==> src/rtl/alarm_ctrl.sv <==
// Keypad alarm controller: opens the lock on a correct code, raises the alarm
// after MAX_FAILS consecutive wrong codes, then enforces a lockout period.
// One 27-bit down-counter times every state; all outputs are registered Moore levels.
module alarm_ctrl #(
  parameter int unsigned MAX_FAILS    = 3,
  parameter int unsigned OPEN_CYCLES  = 5_000_000,
  parameter int unsigned ALARM_CYCLES = 50_000_000,
  parameter int unsigned LOCK_CYCLES  = 100_000_000
) (
  input  logic       clk,
  input  logic       rst_n,
  input  logic       check,
  input  logic       match,
  input  logic       close,
  input  logic       admin_clr,
  output logic       unlock,
  output logic       alarm,
  output logic       locked_out,
  output logic [1:0] fail_cnt
);

  localparam int unsigned TimerW = 27;

  // Timer reload values: a state lasting N cycles is entered with N-1 and left on 0.
  localparam logic [TimerW-1:0] OpenLoad  = TimerW'(OPEN_CYCLES - 1);
  localparam logic [TimerW-1:0] AlarmLoad = TimerW'(ALARM_CYCLES - 1);
  localparam logic [TimerW-1:0] LockLoad  = TimerW'(LOCK_CYCLES - 1);

  // Saturation value and a 3-bit copy so fail_cnt+1 can be compared without overflow.
  localparam logic [1:0] MaxFailsCnt = 2'(MAX_FAILS);
  localparam logic [2:0] MaxFailsCmp = 3'(MAX_FAILS);

  typedef enum logic [1:0] {
    StIdle,
    StOpen,
    StAlarm,
    StLockout
  } state_e;

  state_e              state_q, state_d;
  logic   [TimerW-1:0] timer_q, timer_d;
  logic   [1:0]        fail_q, fail_d;
  logic                unlock_q, unlock_d;
  logic                alarm_q, alarm_d;
  logic                locked_q, locked_d;

  logic                timer_zero;
  logic   [TimerW-1:0] timer_dec;
  logic   [2:0]        fail_inc;

  assign timer_zero = (timer_q == '0);
  assign timer_dec  = timer_q - TimerW'(1);
  assign fail_inc   = {1'b0, fail_q} + 3'd1;

  // Next state, timer and failure count; priority admin_clr > expiry > close > check.
  always_comb begin
    state_d = state_q;
    timer_d = timer_q;
    fail_d  = fail_q;

    unique case (state_q)
      StIdle: begin
        if (admin_clr) begin
          // Administrator clear wins over a code submitted in the same cycle.
          fail_d = '0;
        end else if (check) begin
          if (match) begin
            state_d = StOpen;
            timer_d = OpenLoad;
            fail_d  = '0;
          end else if (fail_inc < MaxFailsCmp) begin
            fail_d = fail_inc[1:0];
          end else begin
            state_d = StAlarm;
            timer_d = AlarmLoad;
            fail_d  = MaxFailsCnt;
          end
        end
      end

      StOpen: begin
        // admin_clr and check have no effect while the door is open.
        if (timer_zero) begin
          state_d = StIdle;
        end else if (close) begin
          state_d = StIdle;
          timer_d = '0;
        end else begin
          timer_d = timer_dec;
        end
      end

      StAlarm: begin
        if (admin_clr) begin
          state_d = StIdle;
          timer_d = '0;
          fail_d  = '0;
        end else if (timer_zero) begin
          state_d = StLockout;
          timer_d = LockLoad;
        end else begin
          timer_d = timer_dec;
        end
      end

      StLockout: begin
        if (admin_clr) begin
          state_d = StIdle;
          timer_d = '0;
          fail_d  = '0;
        end else if (timer_zero) begin
          state_d = StIdle;
          fail_d  = '0;
        end else begin
          timer_d = timer_dec;
        end
      end

      default: begin
        state_d = StIdle;
        timer_d = '0;
        fail_d  = '0;
      end
    endcase
  end

  // Output decode from the next state so the registered outputs track state_q exactly.
  always_comb begin
    unlock_d = (state_d == StOpen);
    alarm_d  = (state_d == StAlarm);
    locked_d = (state_d == StAlarm) || (state_d == StLockout);
  end

  // State, timer, counter and output registers with asynchronous clear.
  always_ff @(posedge clk or negedge rst_n) begin
    if (!rst_n) begin
      state_q  <= StIdle;
      timer_q  <= '0;
      fail_q   <= '0;
      unlock_q <= 1'b0;
      alarm_q  <= 1'b0;
      locked_q <= 1'b0;
    end else begin
      state_q  <= state_d;
      timer_q  <= timer_d;
      fail_q   <= fail_d;
      unlock_q <= unlock_d;
      alarm_q  <= alarm_d;
      locked_q <= locked_d;
    end
  end

  assign unlock     = unlock_q;
  assign alarm      = alarm_q;
  assign locked_out = locked_q;
  assign fail_cnt   = fail_q;

endmodule

==> config.mk <==
export PLATFORM = sky130hd
export DESIGN_NAME = alarm_ctrl
export DESIGN_NICKNAME = d
export VERILOG_FILES = /design/src/rtl/alarm_ctrl.sv
export SDC_FILE = /design/constraint.sdc
export NUM_CORES = 1
export LEC_CHECK = 0
export ABC_AREA = 0
export BUFFER_PORTS_ARGS = -buffer_cell sky130_fd_sc_hd__buf_2
export CORE_MARGIN = 1
export CORE_UTILIZATION = 63
export CTS_BUF_LIST = sky130_fd_sc_hd__clkbuf_4
export CTS_CLUSTER_SIZE = 16
export DETAILED_ROUTE_END_ITERATION = 6
export PLACE_DENSITY = 0.82
export SKIP_CTS_REPAIR_TIMING = 1
export SYNTH_ARGS = -nofsm -noshare
export SYNTH_HDL_FRONTEND = slang
export SYNTH_SLANG_ARGS = --single-unit
==> constraint.sdc <==
create_clock -name clk -period 2.65 [get_ports clk]
set_input_delay 0.265 -clock clk [delete_from_list [all_inputs] [get_ports clk]]
set_output_delay 0.265 -clock clk [all_outputs]
set_load 0.02 [all_outputs]
==> reports/qor.csv, run 1 <==
stage,metric,value,unit
outcome,status,"complete, but fails checks",
outcome,violations,hold timing,
clocking,worstSkewPairLatency,0.34,ns
global_route,antenna_found_initial,0,
die,fp.dieH,61.1,microns
final_layout,fillerInstances,276,
sta,finalHoldViolCount,34,
die,die_w,61.1,microns
global_route,first_global_vias,1941,
global_route,grt_pass1_wl,8800,microns
final_layout,layout_commonest_cell,dfrtp_1,
sta,fin_crit,2.47,ns
global_route,grtUsageTotal,32.1,%
clocking,cts_root_buffer,clkbuf_4,
yosys,syn_avg_cell_area,8.41,sq um
yosys,synth-edff-count,0,
final_layout,seq_area,851,sq um
place,post-dp-hpwl,3960,microns
min_path,hp-class,in2async,
yosys,yosysWarnings,0,
sta,rsz0062_at_grt,false,
power_and_ir_drop,p_leak,1.02,nW
sta,max_slew.worst_pin.slew,0.749,ns
yosys,synth-seq-area-share,38.6,%
clocking,htree_levels,2,
drt,wire_per_inst,16.6,microns
yosys,async_flop_share,100,%
global_route,grt_overflow,0,
sta,finalClockSkew,0.00338,ns
sta,fmax,0.405,GHz
sta,slew_headroom,50.1,%
critical_path,crit_fanout,13,
drt,route.detailed.drc,0,
clocking,clkSlewWorstSetupHoldPaths,0.10,ns
final_layout,final_cell_mix,"dfrtp_1, o21ai_0, nor2_1",
drt,drtIter0Drc,159,
final_layout,n_antenna_cell,0,
drt,ant_nets,0,
job,maxCapViolCount,0,
yosys,synth-seq-cells,34,
sta,setup_violations,0,
clocking,clock_path_buffers,2,
critical_path,crit_path_start_kind,flip-flop,
final_layout,fin_nets,290,
final_layout,drive_gt1_share,14.6,%
place,place_congestion,0.902,
critical_path,rr_startpoint,timer_q[11]$_DFFE_PN0P_,
yosys,synth.distinct_cells,53,
yosys,syn-num-nets,273,
critical_path,worstRegToRegCells,4,
clocking,cts_tree,built,
die,start_util,66.0,%
yosys,syn_inst,262,
drt,wl,5410,microns
die,fp.dieArea,3740,sq um
final_layout,multi_input_area,1230,sq um
clocking,cts_sinks,34,
critical_path,arrival,2.71,ns
final_layout,areaGrowthSynthToFinish,9.09,%
sta,whs,-0.0261,ns
drt,routed_via_density,6.59,
power_and_ir_drop,power_per_cell_area,1170,nW/um^2
critical_path,r2r_slack,0.18,ns
power_and_ir_drop,power,2.82,mW
place,portBuffers,10,
critical_path,critPathKind,reg2reg,
final_layout,fin_util,72.0,%
die,ioPinCount,11,
drt,dr.pass1.iters,6,
sta,totalNegativeSetupSlack,0,ns
clocking,cts_buffers,5,
drt,vias,2148,
power_and_ir_drop,ir_drop,0.671,mV
sta,slew_violations,0,
global_route,grt_start_max_net_pins,35,
critical_path,required,2.89,ns
critical_path,r2r-end,timer_q[16]$_DFFE_PN0P_,
critical_path,cp-end-kind,flip-flop,
yosys,ys.flop_type,dfrtp_1,
die,core_area,3340,sq um
die,rows,21,
sta,finalCritPeriodShare,93.2,%
yosys,syn_area,2200,sq um
-- area by class of cell --
cell class / instances / area share (%)
Multi-Input combinational cell: 200 / 51.3
Sequential cell: 34 / 35.4
Timing Repair Buffer: 24 / 6.45
Tap cell: 46 / 2.39
Inverter: 14 / 2.19
Clock buffer: 5 / 1.56
Clock inverter: 3 / 0.677
-- through the flow --
step	setup slack (ns)	instance area [sq um]	hold slack (ns)	cells
finish	0.179	2400	-0.0261	326
global route	0.0760	2400	0.0340	326
CTS	0.203	2400	0.000641	326
detailed placement	0.226	2350	0.370	318
global placement	0.291	2350	0.363	318
floorplan	0.239	2200	-0.0306	262
-- state kept, by name, indices dropped and copies added, names as in the netlist --
name / count
unlock: 1
fail_cnt: 2
locked_out: 1
state_q: 2
alarm: 1
timer_q: 27
-- worst max-delay path by stage --
stage | start | end | cells past startpoint
floorplan | timer_q[0]$_DFFE_PN0P_ | timer_q[16]$_DFFE_PN0P_ | 7
finish | timer_q[11]$_DFFE_PN0P_ | timer_q[16]$_DFFE_PN0P_ | 4
global route | timer_q[10]$_DFFE_PN0P_ | timer_q[1]$_DFFE_PN0P_ | 5
global placement | timer_q[10]$_DFFE_PN0P_ | timer_q[16]$_DFFE_PN0P_ | 4
detailed placement | timer_q[11]$_DFFE_PN0P_ | timer_q[16]$_DFFE_PN0P_ | 4
CTS | timer_q[10]$_DFFE_PN0P_ | timer_q[16]$_DFFE_PN0P_ | 4
-- cells in the mapped netlist, types with 2 or more instances --
cell,instances,area [sq um]
buf_2,5,25.0
nor3_1,11,55.1
a31oi_1,22,138
a22o_1,3,26.3
nand2b_1,2,12.5
nor2_1,23,86.3
nor2b_1,4,25.0
o22ai_1,3,18.8
nand3b_1,2,15.0
dfrtp_1,34,851
o41ai_1,2,17.5
a311oi_1,2,17.5
nand2_1,11,41.3
o31ai_1,3,22.5
inv_1,14,52.6
nor4_1,4,25.0
o21ai_0,33,165
a32o_1,2,20.0
or2_2,3,18.8
clkbuf_1,8,30.0
or3_1,5,31.3
nand3_1,10,50.1
o21a_1,2,15.0
o21ai_1,6,30.0
or4_1,2,15.0
and2_1,2,12.5
a21oi_1,14,70.1
ha_1,5,62.6
-- metal layers --
layer	track usage [%]	up-vias	part of all wire [%]
met5	0	-	0
met4	12.3	0	1.6
met3	5.88	13	7.6
met2	49.5	107	47
met1	44.9	998	44
li1	-	1030	-
-- cells by family (layout without fill, tap and decap cells) --
| logic type | after synthesis | after routing | synth area share [%] |
|---|---|---|---|
| AND/OR/NAND/NOR | 86 | 86 | 20.4 |
| AO/OA/AOI/OAI | 108 | 108 | 32.3 |
| multiplexers | 1 | 1 | 0.511 |
| buffers and inverters | 28 | 46 | 5.39 |
| flip-flops | 34 | 34 | 38.6 |
| adder cells (fa/ha/maj) | 5 | 5 | 2.84 |
-- report_power, final --
group | total (mW) | internal (mW) | leakage (nW) | switching [mW]
Clock | 0.275 | 0.0984 | 0.0286 | 0.176
Combinational | 1.61 | 0.632 | 0.563 | 0.978
Sequential | 0.936 | 0.742 | 0.427 | 0.194
-- critical path, stage by stage, from the launching register on --
cell and delay, ns:
dfrtp_1 0.43, or3_1 0.48, or3_1 0.53, o41a_1 0.60, a32o_1 0.32
Power figures use the tool's default switching activity.
==> run 2, diff against run 1 <==
- MAX_ROUTING_LAYER: not set -> met4
- PLACE_DENSITY: 0.82 -> not set
- PLACE_DENSITY_LB_ADDON: not set -> 0.2
==> reports/qor.csv, run 2 (synthesized netlist as in run 1, its figures left out) <==
stage,metric,value,unit
critical_path,worst_path_largest_cell_delay,0.61,ns
sta,rsz0062_at_grt,false,
critical_path,cp-end-kind,flip-flop,
sta,max_slew.worst_pin.slew,0.751,ns
place,portBuffers,10,
global_route,use_met2,53.6,%
critical_path,crit_fanout,13,
clocking,cts_tree,built,
clocking,worstSkewPairLatency,0.34,ns
place,place_congestion,0.963,
die,rows,21,
critical_path,rr_startpoint,timer_q[10]$_DFFE_PN0P_,
power_and_ir_drop,power_per_cell_area,1190,nW/um^2
clocking,cts_sinks,34,
critical_path,critPathKind,reg2reg,
drt,dr.pass1.iters,6,
final_layout,n_antenna_cell,0,
job,maxCapViolCount,0,
critical_path,crit_path_start_kind,flip-flop,
outcome,status,"complete, but fails checks",
critical_path,required,2.94,ns
critical_path,crit_chain,"or3_1, or3_1, o41a_1, o21ai_0, a22o_1",
global_route,first_global_vias,2007,
outcome,violations,hold timing,
critical_path,cpMaxStageDelayCell,o41a_1,
die,die_w,61.1,microns
final_layout,fillerInstances,261,
final_layout,final_cell_mix,"dfrtp_1, o21ai_0, nor2_1",
clocking,cts_buffers,5,
clocking,clkSlewWorstSetupHoldPaths,0.11,ns
critical_path,cp_common_cell,or3_1,
sta,fin_crit,2.48,ns
sta,finalClockSkew,0.0103,ns
drt,drtIter0Drc,215,
global_route,grtUsageTotal,35.2,%
global_route,grt_use_met3,8.61,%
final_layout,top_register,timer_q,
clocking,cts_root_buffer,clkbuf_4,
critical_path,arrival,2.77,ns
final_layout,layout_commonest_cell,dfrtp_1,
sta,slew_headroom,49.9,%
critical_path,r2r-end,timer_q[10]$_DFFE_PN0P_,
global_route,grtUsageMet1,44.7,%
die,start_util,66.0,%
clocking,clock_path_buffers,2,
final_layout,drive_gt1_share,15.3,%
global_route,grt_overflow,0,
sta,setup_violations,0,
sta,fmax,0.404,GHz
die,fp.dieH,61.1,microns
global_route,antenna_found_initial,0,
sta,totalNegativeSetupSlack,0,ns
final_layout,finalNonFillerCells,327,
die,ioPinCount,11,
die,fp.dieArea,3740,sq um
final_layout,largest_reg_flops,27,
power_and_ir_drop,ir_drop,0.685,mV
global_route,grt_pass1_wl,9230,microns
final_layout,multi_input_area,1240,sq um
final_layout,areaGrowthSynthToFinish,9.65,%
clocking,htree_levels,2,
place,post-dp-hpwl,4160,microns
drt,routed_via_density,6.67,
drt,ant_nets,0,
critical_path,r2r_slack,0.17,ns
critical_path,startpoint,timer_q[10]$_DFFE_PN0P_,
sta,finalCritPeriodShare,93.5,%
sta,slew_violations,0,
critical_path,worstRegToRegCells,5,
place,placed_cells_incl_taps,319,
min_path,hp-class,in2async,
drt,vias,2180,
sta,whs,-0.0268,ns
die,core_area,3340,sq um
drt,wl,5740,microns
critical_path,cp-endpoint,timer_q[10]$_DFFE_PN0P_,
sta,finalHoldViolCount,34,
final_layout,seq_area,851,sq um
global_route,grt.busiest_layer,met2,
power_and_ir_drop,p_leak,1.02,nW
final_layout,fin_nets,291,
global_route,grt_start_max_net_pins,35,
drt,wire_per_inst,17.5,microns
drt,route.detailed.drc,0,
==> run 2: cell count changes in the layout (fill, tap and decap cells not counted), sizes merged <==
cell	before	now
buf	24	25
==> run 2: worst min path at each step <==
stage,startpoint,endpoint,slack [ns]
2_1_floorplan,rst_n,alarm$_DFF_PN0_,-0.03
3_3_place_gp,rst_n,timer_q[20]$_DFFE_PN0P_,0.37
3_5_place_dp,rst_n,timer_q[20]$_DFFE_PN0P_,0.37
4_1_cts,rst_n,timer_q[5]$_DFFE_PN0P_,-0.006
5_1_grt,rst_n,timer_q[23]$_DFFE_PN0P_,0.03
6_report,rst_n,timer_q[5]$_DFFE_PN0P_,-0.03
==> run 2: final cells by class <==
cell class                 instances  share of cell area (%)
timing repair buffer              25                    6.73
tap                               46                    2.38
sequential                        34                    35.2
inverter                          14                    2.18
clock buffer                       5                    1.55
multi-input combinational        200                    51.3
clock inverter                     3                   0.673
==> run 2: stage by stage <==
stage	setup WS, ns	hold WS (ns)	total power [mW]	area [sq um]	util [%]
global route	0.0624	0.0286	3.10	2420	72.4
CTS	0.204	-0.00553	2.83	2410	72.3
detailed placement	0.223	0.373	2.55	2360	70.6
floorplan	0.239	-0.0306	2.10	2200	-
finish	0.172	-0.0268	2.87	2420	72.4
global placement	0.251	0.371	2.50	2360	70.6
==> run 2: report_power, final <==
group / internal (mW) / leakage, nW / switching, mW
Combinational: 0.636 / 0.566 / 1.00
Sequential: 0.742 / 0.427 / 0.203
Clock: 0.0986 / 0.0286 / 0.186
==> run 2: worst max-delay path: cells and delay by family (launching register included) <==
family | cells | cell delay, ns
AOI/OAI and AO/OA | 3 | 0.99
DFF | 1 | 0.45
and+or+nand+nor | 2 | 0.99
==> run 2: routing by layer <==
| layer | part of all wire (%) | routed length, microns | vias up |
|---|---|---|---|
| met5 | 0 | 0 | - |
| met4 | 1.7 | 96 | 0 |
| met3 | 7.3 | 419 | 11 |
| met2 | 47 | 2720 | 112 |
| met1 | 44 | 2500 | 1017 |
| li1 | - | - | 1040 |
